File: src/rtl/gpio_int_arbiter_pkg.sv
// -----------------------------------------------------------------------------
// gpio_int_pkg
// Shared definitions for the GPIO interrupt sequencer:
//   state_e     - arbiter FSM states (IDLE, PRESENT)
//   GPIO_WIDTH  - number of GPIO lines handled by the sequencer
//   GPIO_IDX_W  - width of a line index
//   rr_pick     - round-robin selection of the next pending line
// Optional feature macro used by this slice: GPIO_INT_FILTER_EN
// -----------------------------------------------------------------------------
package gpio_int_pkg;

   typedef enum logic [0:0] {
      IDLE    = 1'b0,
      PRESENT = 1'b1
   } state_e;

   localparam int GPIO_WIDTH = 16;
   localparam int GPIO_IDX_W = $clog2(GPIO_WIDTH);

   // Returns the first set bit of 'pending' at or above 'ptr', wrapping from
   // the top line back to line 0. The index addition wraps naturally because
   // GPIO_WIDTH is a power of two. Callers only use the result when at least
   // one bit is set.
   function automatic logic [GPIO_IDX_W-1:0] rr_pick(
      input logic [GPIO_WIDTH-1:0] pending,
      input logic [GPIO_IDX_W-1:0] ptr
   );
      logic [GPIO_IDX_W-1:0] idx;
      logic [GPIO_IDX_W-1:0] cand;
      logic                  found;
      idx   = ptr;
      found = 1'b0;
      for (int i = 0; i < GPIO_WIDTH; i++) begin
         cand = ptr + GPIO_IDX_W'(i);
         if (!found && pending[cand]) begin
            idx   = cand;
            found = 1'b1;
         end
      end
      return idx;
   endfunction

endpackage

File: src/rtl/gpio_int_arbiter_if.sv
// -----------------------------------------------------------------------------
// gpio_int_arbiter_if
// Bundles the register-block and CPU-side signals of the GPIO interrupt
// sequencer.
//   PortIn    raw pin levels
//   IntMask   1 = line enabled
//   IntEdge   0 = rising, 1 = falling
//   IntClr    one-cycle write-one-to-clear of pending bits
//   IntAck    CPU accepts the presented vector
//   Pending   latched pending events
//   IntStatus registered OR of Pending
//   IntValid  IntVec is valid
//   IntVec    index of the presented line
//   dbg_state arbiter FSM state (0 = IDLE, 1 = PRESENT)
//   dbg_ptr   round-robin pointer
// Modports: slave = sequencer side, master = register block / CPU side.
// Optional feature macro affecting the sequencer: GPIO_INT_FILTER_EN
// -----------------------------------------------------------------------------
interface gpio_int_arbiter_if
   import gpio_int_pkg::*;
#(
   parameter int WIDTH = GPIO_WIDTH
) ();

   localparam int IDX_W = $clog2(WIDTH);

   logic [WIDTH-1:0] PortIn;
   logic [WIDTH-1:0] IntMask;
   logic [WIDTH-1:0] IntEdge;
   logic [WIDTH-1:0] IntClr;
   logic             IntAck;
   logic [WIDTH-1:0] Pending;
   logic             IntStatus;
   logic             IntValid;
   logic [IDX_W-1:0] IntVec;
   logic [0:0]       dbg_state;
   logic [IDX_W-1:0] dbg_ptr;

   // Handshake: a vector transfers on a clock edge where IntValid and IntAck
   // are both high. While IntValid is high, IntVec is held stable; IntValid
   // can also fall without an ack when the presented line is cleared or masked
   // (withdrawal). IntAck while IntValid is low has no effect. After each
   // transfer or withdrawal IntValid stays low for at least one cycle.

   modport slave (
      input  PortIn, IntMask, IntEdge, IntClr, IntAck,
      output Pending, IntStatus, IntValid, IntVec, dbg_state, dbg_ptr
   );

   modport master (
      output PortIn, IntMask, IntEdge, IntClr, IntAck,
      input  Pending, IntStatus, IntValid, IntVec, dbg_state, dbg_ptr
   );

endinterface

File: src/rtl/gpio_int_arbiter_edge_sync.sv
// -----------------------------------------------------------------------------
// gpio_edge_sync
// Per-line front end: SYNC_STAGES-deep synchroniser, optional glitch filter,
// and a rising/falling edge detector.
//   clk      clock
//   rst_n    asynchronous active-low reset
//   pin      raw pin level
//   edge_sel 0 = rising, 1 = falling
//   hit      one-cycle event on the selected edge
// With GPIO_INT_FILTER_EN defined, the detected level only changes after the
// synchronised input has disagreed with it for FILT_CYCLES consecutive cycles.
// -----------------------------------------------------------------------------
module gpio_edge_sync #(
   parameter int SYNC_STAGES = 2,
   parameter int FILT_CYCLES = 4
) (
   input  logic clk,
   input  logic rst_n,
   input  logic pin,
   input  logic edge_sel,
   output logic hit
);

   if (SYNC_STAGES < 2) begin : g_bad_sync
      $error("gpio_edge_sync: SYNC_STAGES must be at least 2");
   end
   if (FILT_CYCLES < 1) begin : g_bad_filt
      $error("gpio_edge_sync: FILT_CYCLES must be at least 1");
   end

   logic [SYNC_STAGES-1:0] sync_q;
   logic                   s;
   logic                   p_q;

   always_ff @(posedge clk or negedge rst_n) begin
      if (!rst_n) begin
         sync_q <= '0;
      end else begin
         sync_q <= {sync_q[SYNC_STAGES-2:0], pin};
      end
   end

`ifdef GPIO_INT_FILTER_EN
   localparam int CNT_W = $clog2(FILT_CYCLES + 1);

   logic [CNT_W-1:0] cnt_q;
   logic             filt_q;

   // The counter tracks how long the synchronised input has disagreed with
   // the filtered level; any cycle of agreement (a bounce) restarts it.
   always_ff @(posedge clk or negedge rst_n) begin
      if (!rst_n) begin
         cnt_q  <= '0;
         filt_q <= 1'b0;
      end else if (sync_q[SYNC_STAGES-1] == filt_q) begin
         cnt_q <= '0;
      end else if (cnt_q == CNT_W'(FILT_CYCLES - 1)) begin
         cnt_q  <= '0;
         filt_q <= sync_q[SYNC_STAGES-1];
      end else begin
         cnt_q <= cnt_q + 1'b1;
      end
   end

   assign s = filt_q;
`else
   assign s = sync_q[SYNC_STAGES-1];
`endif

   // p resets to 0, so a pin already high at reset release yields a rising hit.
   always_ff @(posedge clk or negedge rst_n) begin
      if (!rst_n) begin
         p_q <= 1'b0;
      end else begin
         p_q <= s;
      end
   end

   assign hit = edge_sel ? (p_q & ~s) : (s & ~p_q);

endmodule

File: src/rtl/gpio_int_arbiter.sv
// -----------------------------------------------------------------------------
// gpio_int_arbiter
// Interrupt sequencer for the GPIO port: edge events per line are latched into
// pending bits and presented one vector at a time to the CPU, round-robin.
//   Clk    single clock, all state on its rising edge
//   ResetN asynchronous active-low reset
//   bus    gpio_int_arbiter_if.slave (pins, mask/edge/clear, CPU handshake,
//          pending/status outputs, FSM state and pointer debug outputs)
// Optional feature: define GPIO_INT_FILTER_EN to insert a per-line glitch
// filter (FILT_CYCLES stable cycles) after the synchroniser.
// -----------------------------------------------------------------------------
module gpio_int_arbiter
   import gpio_int_pkg::*;
#(
   parameter int WIDTH       = GPIO_WIDTH,
   parameter int SYNC_STAGES = 2,
   parameter int FILT_CYCLES = 4
) (
   input logic              Clk,
   input logic              ResetN,
   gpio_int_arbiter_if.slave bus
);

   localparam int IDX_W = $clog2(WIDTH);

   localparam logic [0:0] ST_IDLE    = IDLE;
   localparam logic [0:0] ST_PRESENT = PRESENT;

   logic [WIDTH-1:0] hit;
   logic [WIDTH-1:0] pending_q;
   logic [WIDTH-1:0] pending_d;
   logic [WIDTH-1:0] ack_clr;
   logic             status_q;
   logic             valid_q;
   logic [IDX_W-1:0] vec_q;
   logic [IDX_W-1:0] ptr_q;
   logic [IDX_W-1:0] pick;
   logic [IDX_W-1:0] ptr_next;
   logic [0:0]       state_q;
   logic             handshake;

   for (genvar g = 0; g < WIDTH; g++) begin : g_line
      gpio_edge_sync #(
         .SYNC_STAGES (SYNC_STAGES),
         .FILT_CYCLES (FILT_CYCLES)
      ) u_edge_sync (
         .clk      (Clk),
         .rst_n    (ResetN),
         .pin      (bus.PortIn[g]),
         .edge_sel (bus.IntEdge[g]),
         .hit      (hit[g])
      );
   end

   assign handshake = (state_q == ST_PRESENT) && bus.IntAck;
   assign ack_clr   = handshake ? (WIDTH'(1) << vec_q) : '0;

   // A hit in the same cycle as its clear or ack keeps the bit set; the mask
   // is applied last so a disabled line never holds a pending bit.
   assign pending_d = ((pending_q & ~bus.IntClr & ~ack_clr) | hit) & bus.IntMask;

   assign pick     = rr_pick(pending_q, ptr_q);
   assign ptr_next = (vec_q == IDX_W'(WIDTH - 1)) ? '0 : vec_q + 1'b1;

   always_ff @(posedge Clk or negedge ResetN) begin
      if (!ResetN) begin
         pending_q <= '0;
         status_q  <= 1'b0;
      end else begin
         pending_q <= pending_d;
         status_q  <= |pending_q;
      end
   end

   // IDLE always lasts at least one cycle, which gives IntValid its gap
   // between consecutive vectors.
   always_ff @(posedge Clk or negedge ResetN) begin
      if (!ResetN) begin
         state_q <= ST_IDLE;
         valid_q <= 1'b0;
         vec_q   <= '0;
         ptr_q   <= '0;
      end else begin
         case (state_q)
            ST_IDLE: begin
               if (|pending_q) begin
                  vec_q   <= pick;
                  valid_q <= 1'b1;
                  state_q <= ST_PRESENT;
               end
            end
            ST_PRESENT: begin
               if (bus.IntAck) begin
                  ptr_q   <= ptr_next;
                  valid_q <= 1'b0;
                  state_q <= ST_IDLE;
               end else if (!pending_q[vec_q]) begin
                  // Line cleared or masked while presented: withdraw and keep
                  // the pointer so fairness is unaffected.
                  valid_q <= 1'b0;
                  state_q <= ST_IDLE;
               end
            end
            default: begin
               valid_q <= 1'b0;
               state_q <= ST_IDLE;
            end
         endcase
      end
   end

   assign bus.Pending   = pending_q;
   assign bus.IntStatus = status_q;
   assign bus.IntValid  = valid_q;
   assign bus.IntVec    = vec_q;
   assign bus.dbg_state = state_q;
   assign bus.dbg_ptr   = ptr_q;

endmodule

File: src/flat_wrapper.sv
// flat-port wrapper written by rule: the top's interface ports become plain ports
module gpio_int_arbiter_flat import gpio_int_pkg::*;
#(
   parameter int WIDTH       = GPIO_WIDTH,
   parameter int SYNC_STAGES = 2,
   parameter int FILT_CYCLES = 4
)
  (Clk, ResetN, bus_PortIn, bus_IntMask, bus_IntEdge, bus_IntClr, bus_IntAck, bus_Pending, bus_IntStatus, bus_IntValid, bus_IntVec, bus_dbg_state, bus_dbg_ptr);
  gpio_int_arbiter_if #(.WIDTH(WIDTH)) bus_i ();
  input logic Clk;
  input logic ResetN;
  input wire logic [$bits(bus_i.PortIn)-1:0] bus_PortIn;
  input wire logic [$bits(bus_i.IntMask)-1:0] bus_IntMask;
  input wire logic [$bits(bus_i.IntEdge)-1:0] bus_IntEdge;
  input wire logic [$bits(bus_i.IntClr)-1:0] bus_IntClr;
  input wire logic [$bits(bus_i.IntAck)-1:0] bus_IntAck;
  output wire logic [$bits(bus_i.Pending)-1:0] bus_Pending;
  output wire logic [$bits(bus_i.IntStatus)-1:0] bus_IntStatus;
  output wire logic [$bits(bus_i.IntValid)-1:0] bus_IntValid;
  output wire logic [$bits(bus_i.IntVec)-1:0] bus_IntVec;
  output wire logic [$bits(bus_i.dbg_state)-1:0] bus_dbg_state;
  output wire logic [$bits(bus_i.dbg_ptr)-1:0] bus_dbg_ptr;
  assign bus_i.PortIn = bus_PortIn;
  assign bus_i.IntMask = bus_IntMask;
  assign bus_i.IntEdge = bus_IntEdge;
  assign bus_i.IntClr = bus_IntClr;
  assign bus_i.IntAck = bus_IntAck;
  assign bus_Pending = bus_i.Pending;
  assign bus_IntStatus = bus_i.IntStatus;
  assign bus_IntValid = bus_i.IntValid;
  assign bus_IntVec = bus_i.IntVec;
  assign bus_dbg_state = bus_i.dbg_state;
  assign bus_dbg_ptr = bus_i.dbg_ptr;
  gpio_int_arbiter #(.WIDTH(WIDTH), .SYNC_STAGES(SYNC_STAGES), .FILT_CYCLES(FILT_CYCLES)) u_core (.Clk(Clk), .ResetN(ResetN), .bus(bus_i));
endmodule
File: config.mk
export PLATFORM = sky130hd
export DESIGN_NAME = gpio_int_arbiter_flat
export DESIGN_NICKNAME = d
export VERILOG_FILES = /design/src/rtl/gpio_int_arbiter_pkg.sv /design/src/rtl/gpio_int_arbiter_if.sv /design/src/rtl/gpio_int_arbiter_edge_sync.sv /design/src/rtl/gpio_int_arbiter.sv /design/src/flat_wrapper.sv
export SDC_FILE = /design/constraint.sdc
export NUM_CORES = 1
export LEC_CHECK = 0
export CAP_MARGIN = 20
export CORE_ASPECT_RATIO = 0.8
export CORE_MARGIN = 2
export CORE_UTILIZATION = 25
export CTS_CLUSTER_DIAMETER = 30
export DETAILED_ROUTE_END_ITERATION = 7
export PLACE_DENSITY = 0.53
export SETUP_SLACK_MARGIN = 0.02
export SLEW_MARGIN = 20
export SYNTH_ARGS = -nofsm -noshare
export SYNTH_HDL_FRONTEND = slang
export SYNTH_SLANG_ARGS = --single-unit
File: constraint.sdc
create_clock -name Clk -period 12.7 [get_ports Clk]
set_clock_uncertainty 0.2 [all_clocks]
set_input_delay 2.54 -clock Clk [delete_from_list [all_inputs] [get_ports Clk]]
set_output_delay 2.54 -clock Clk [all_outputs]
set_load 0.02 [all_outputs]
Word level (Yosys, flattened, before mapping)
Index checks and enable logic that the tools add are counted.
{"block": "totals", "register_bits": 75, "latchBits": 0, "ram_bits": 0, "romBits": 0, "input_bits": 67, "output_inout_bits": 27, "elab_cells": 271, "mem_count": 0}
{"block": "classes", "add_sub_neg": 16, "mul": 0, "div_mod_pow": 0, "order_cmp": 17, "eq_ne": 3, "shifts": 1, "n_mux": 90, "bitwise": 71, "reduce_logical": 35}
{"operator": "$lt 4x5->1 const B", "n": 17}
{"operator": "$bmux 1 s4", "n": 17}
{"operator": "$mux 4", "n": 16}
{"operator": "$mux 1", "n": 54}
{"operator": "$and 16x16->16", "n": 3}
{"operator": "$not 1->1", "n": 33}
{"operator": "$add 4x4->4 const B", "n": 8}
{"operator": "$and 1x1->1", "n": 32}
{"operator": "$not 16->16", "n": 2}
{"operator": "$add 4x3->4 const B", "n": 4}
{"operator": "$logic_and 1x1->1", "n": 16}
{"operator": "$mux 16", "n": 1}
{"operator": "$or 16x16->16", "n": 1}
{"operator": "$reduce_or 16->1", "n": 1}
{"operator": "$shl 1x4->16 const A", "n": 1}
{"operator": "$logic_not 1->1", "n": 15}
{"operator": "$add 4x1->4 const B", "n": 2}
{"operator": "$add 4x2->4 const B", "n": 2}
{"operator": "$reduce_and 2->1", "n": 3}
{"operator": "$eq 4x4->1 const B", "n": 1}
{"operator": "$pmux 1 s2", "n": 2}
{"operator": "$ne 3x3->1 const B", "n": 1}
{"operator": "$ne 2x1->1 const B", "n": 1}

Depth between registers and ports, before layout
{"block": "logic_depth", "depth_word": 48, "ltp_mapped": 17, "ltp_nobuf": 11}

By module
Synthesis repeated with hierarchy kept, for this count alone.
{"block": "hier_totals", "hier_cells": 531, "hier_area_um2": 5474.0}
{"module": "gpio_int_arbiter", "n_inst": 1, "cells_per_inst": 435, "area_per_inst_um2": 3912.5, "seq_area_each_um2": 675.6}
{"module": "gpio_edge_sync", "n_inst": 16, "cells_per_inst": 6, "area_per_inst_um2": 97.6, "seq_area_each_um2": 75.1}

Worst setup path before layout
No wires, ideal clock.
{"block": "synth_path", "path_type": "reg2reg", "startpoint": "register u_core.ptr_q[1] (netlist: u_core.bus.dbg_ptr[1])", "endpoint": "register u_core.vec_q[0] (netlist: u_core.bus.IntVec[0])", "setup_ns": 0.132, "t_arrival_ns": 4.762, "required_ns": 12.368, "slack_ns": 7.606, "path_stages_with_launch": 17, "path_buffers": 7, "synth_period_minus_slack_ns": 5.094, "path_cell_list": "dfrtp_1 > buf_6 > clkbuf_1 > clkbuf_1 > inv_1 > ha_1 > clkbuf_1 > buf_2 > mux4_2 > mux4_2 > clkbuf_1 > or3_1 > buf_6 > or4_1 > nand4b_1 > xnor2_1 > o21ai_1"}
{"block": "synth_via", "elab_chain_cells": 48, "word_cells_on_any_way": 107, "classes_between": "add/sub (15); mux (62); reduce/logical (30)"}
{"element": "from (decl)", "line": "gpio_int_arbiter.sv:36", "source": "logic [IDX_W-1:0] ptr_q;"}
{"element": "from (signal assigned)", "line": "gpio_int_arbiter.sv:94", "source": "ptr_q <= ptr_next;"}
{"element": "branches (longest 47 deep; another with $add 4x1->4)"}
{"element": "$mux 4 (*)", "line": "gpio_int_arbiter_pkg.sv:35", "source": "if (!found && pending[cand]) begin"}
{"element": "to (signal assigned)", "line": "gpio_int_arbiter.sv:87", "source": "vec_q <= pick;"}
{"element": "to (decl)", "line": "gpio_int_arbiter.sv:35", "source": "logic [IDX_W-1:0] vec_q;"}
Mark *: on every way between the ends. The select of a mux whose other input is x is not followed.
A chain may end at the register's enable or synchronous reset.

Worst setup path after layout
Same ends and word-level chain as after synthesis.

==> impl_metrics.env <==
export IMPL_status="finished clean"
export IMPL_postSynthCellCount=547
export IMPL_yosys_warnings=0
export IMPL_wl_met3_um=1350
export IMPL_vias_per_cell=5.12
export IMPL_synth_edf_count=0
export IMPL_syn_area_mm2=0.00545
export IMPL_antenna_diode_count=0
export IMPL_ys_seq_area_share_pct=34.5
export IMPL_slew_violations=0
export IMPL_synth_area_top_cells="dfrtp_1 34%, mux4_2 12%, mux2i_1 5.9%"
export IMPL_yosysTopAreaCell="dfrtp_1"
export IMPL_initial_core_util_pct=25.3
export IMPL_p_sw_w=0.000941
export IMPL_r2r_start="u_core.bus.dbg_ptr[1]$_DFFE_PN0P_"
export IMPL_synth_seq_cells=75
export IMPL_htree_levels=3
export IMPL_post_place_ws_ps=7720
export IMPL_routedWlPerCell_um=18.6
export IMPL_place_gp_congestion=0.862
export IMPL_core_area_mm2=0.0215
export IMPL_critPathCaptureType="register"
export IMPL_cp_startpoint="u_core.bus.dbg_ptr[1]$_DFFE_PN0P_"
export IMPL_slew_headroom_pct=34.8
export IMPL_layout_common_cells="92 x clkdlybuf4s50_1, 75 x dfrtp_1, 52 x nor2_1"
export IMPL_clkSinkCount=75
export IMPL_worstPathArrival_ps=5010
export IMPL_dr_pass1_iters=5
export IMPL_ir_worst_vdd_uv=119
export IMPL_post_cts_buffers=0
export IMPL_syn_num_nets=627
export IMPL_root_buffer="clkbuf_16"
export IMPL_post_cts_resized=0
export IMPL_cts_buffer_depth=2
export IMPL_async_flop_share_pct=100
export IMPL_crit_type="reg -> reg"
export IMPL_yosys_area_top_type_share_pct=34.5
export IMPL_swShare_pct=49.7
export IMPL_cts_tree="yes"
export IMPL_detailedRoute_firstIterationViolations=451
export IMPL_area_growth_pct=26.1
export IMPL_grt_use_total_pct=15.2
export IMPL_worstSkewPairLatency_ps=350
export IMPL_portBuffers=93
export IMPL_fillers=2198
export IMPL_fin_nets=699
export IMPL_design_area_mm2=0.00687
export IMPL_endpoint="u_core.bus.IntVec[0]$_DFFE_PN0P_"
export IMPL_drive_gt1_share_pct=11.7
export IMPL_clk_pin_slew_ps=70
export IMPL_worst_pin_slew_ps=971
export IMPL_grt_pass1_wl_um=26700
export IMPL_combPwrFrac_pct=69.4
export IMPL_p_int_w=0.000953
export IMPL_syn_avg_cell_area_um2=9.96
export IMPL_pwr_share_clk_pct=13.8
export IMPL_cp_max_fo=36
export IMPL_dpl_cell_area_mm2=0.00656
export IMPL_fin_tns_setup_ps=0
export IMPL_rrSetupSlack_ps=7720
export IMPL_p_leak_nw=2.74
export IMPL_rsz0062_at_grt="false"
export IMPL_ys_flop_type="dfrtp_1"
export IMPL_route_met2_wl_um=6960
export IMPL_cp_required_ps=12720
export IMPL_rows=48
export IMPL_wl_met1_um=8030
export IMPL_synthDistinctLibCells=65
export IMPL_drv_cap=0
export IMPL_routed_wl_um=16700
export IMPL_fmax_ghz=0.201
export IMPL_vias=4605
export IMPL_grt_ovfl_total=0
export IMPL_drc=0
export IMPL_ant_nets=0
export IMPL_final_common_cell="clkdlybuf4s50_1"
export IMPL_fin_crit_sh_pct=39.2
export IMPL_reg2reg_to="u_core.bus.IntVec[0]$_DFFE_PN0P_"
export IMPL_cts_hold_fix_buffers=0
export IMPL_hold_viol_final=0
export IMPL_antenna_found_initial=0
export IMPL_cellPowerDensity_mw_per_mm2=276
export IMPL_hold_ws_ps=147
export IMPL_fin_ws_ps=7720
export IMPL_die_x_um=169
export IMPL_setup_viol=0
export IMPL_die_h_um=136
export IMPL_critPathLaunchType="register"
export IMPL_hold_class="reg -> reg"
export IMPL_design_portCount=94
export IMPL_routed_top_layer="met4"
export IMPL_die_area_mm2=0.0230
export IMPL_dpl_hpwl_um=12400
export IMPL_grt_max_degree=76
export IMPL_finalCriticalPeriod_ps=4980
export IMPL_grt_pass1_vias=4524
export IMPL_seq_power_share_pct=16.8
export IMPL_r2r_cells=12
export IMPL_cts_buffers=9
## final cells by class
type / instances / area (µm²) / area share, %
Inverter: 15 / 56.3 / 0.820
Timing Repair Buffer: 100 / 981 / 14.3
Tap cell: 275 / 344 / 5.01
Clock inverter: 7 / 77.6 / 1.13
Sequential cell: 75 / 1880 / 27.3
Multi-Input combinational cell: 418 / 3310 / 48.1
Clock buffer: 9 / 225 / 3.28
## power by group through the flow
stage / combinational [W] / sequential, W / clock, W
2_1_floorplan: 0.000970 / 0.000317 / 0
3_3_place_gp: 0.00132 / 0.000325 / 0
3_5_place_dp: 0.00129 / 0.000325 / 0
4_1_cts: 0.00130 / 0.000320 / 0.000266
5_1_grt: 0.00143 / 0.000325 / 0.000279
6_report: 0.00131 / 0.000319 / 0.000261
## worst max-delay path: stages (launching register included)
cell and delay [ps]:
dfrtp_1 320, buf_4 420, inv_1 320, ha_1 360
buf_4 310, mux4_1 620, mux4_2 590, nand2b_1 280
or3_1 450, nor4_2 550, nand4b_1 200, xnor2_1 120
o21ai_1 70
## how the worst min path moves through the flow
| stage | start | depth (start not counted) | slack [ps] | end |
|---|---|---|---|---|
| after global routing | u_core.g_line[4].u_edge_sync.sync_q[0]$_DFF_PN0_ | 0 | 150 | u_core.g_line[4].u_edge_sync.sync_q[1]$_DFF_PN0_ |
| after global placement | u_core.g_line[12].u_edge_sync.sync_q[0]$_DFF_PN0_ | 0 | 130 | u_core.g_line[12].u_edge_sync.sync_q[1]$_DFF_PN0_ |
| after CTS | u_core.g_line[10].u_edge_sync.sync_q[0]$_DFF_PN0_ | 0 | 150 | u_core.g_line[10].u_edge_sync.sync_q[1]$_DFF_PN0_ |
| after detailed placement | u_core.g_line[10].u_edge_sync.sync_q[0]$_DFF_PN0_ | 0 | 130 | u_core.g_line[10].u_edge_sync.sync_q[1]$_DFF_PN0_ |
| after floorplan | u_core.g_line[0].u_edge_sync.sync_q[0]$_DFF_PN0_ | 0 | 130 | u_core.g_line[0].u_edge_sync.sync_q[1]$_DFF_PN0_ |
| final | u_core.g_line[11].u_edge_sync.sync_q[0]$_DFF_PN0_ | 0 | 150 | u_core.g_line[11].u_edge_sync.sync_q[1]$_DFF_PN0_ |
## through the flow
step / utilization, % / power (W) / instances
2_1_floorplan: - / 0.00129 / 547
3_3_place_gp: 30.5 / 0.00164 / 883
3_5_place_dp: 30.5 / 0.00161 / 883
4_1_cts: 31.9 / 0.00189 / 899
5_1_grt: 31.9 / 0.00203 / 899
6_report: 31.9 / 0.00189 / 899
## per-layer routing
metal  vias to the layer above  track usage [%]
li1                       2183                -
met1                      2219             22.1
met2                       181             21.6
met3                        22             4.31
met4                         0             5.08
met5                         -                0
## flip-flops by register name, indices dropped and copies added (netlist names)
name and count:
u_core.bus.Pending 16, u_core.g_line.u_edge_sync.p_q 16, u_core.bus.dbg_ptr 4, u_core.bus.IntVec 4, u_core.bus.IntStatus 1, u_core.g_line.u_edge_sync.sync_q 32
u_core.bus.IntValid 1, u_core.bus.dbg_state 1
## cell families (layout without fill, tap and decap cells)
kind of cell | after synthesis | after routing | synth area share [%]
simple gates | 187 | 187 | 17.4
fa+ha+maj | 13 | 13 | 2.99
mux | 80 | 80 | 23.0
flops | 75 | 75 | 34.5
xor+xnor | 13 | 13 | 2.09
buf+inv | 54 | 131 | 4.85
compound gates | 125 | 125 | 15.2
## cells in the mapped netlist (6+ instances only)
master    instances
dfrtp_1          75
nor2_1           52
nand2_1          49
mux2i_1          32
mux4_2           29
a21oi_1          27
o21ai_0          24
clkbuf_1         23
nand3_1          15
a21boi_0         14
inv_1            14
nor2b_1          14
ha_1             13
mux2_2           13
a31oi_1           8
nand2b_1          8
nor4_1            8
xnor2_1           8
a211oi_1          7
nor3b_1           7
o22ai_1           7
or3_1             6
(Power assumes the default switching activity.)
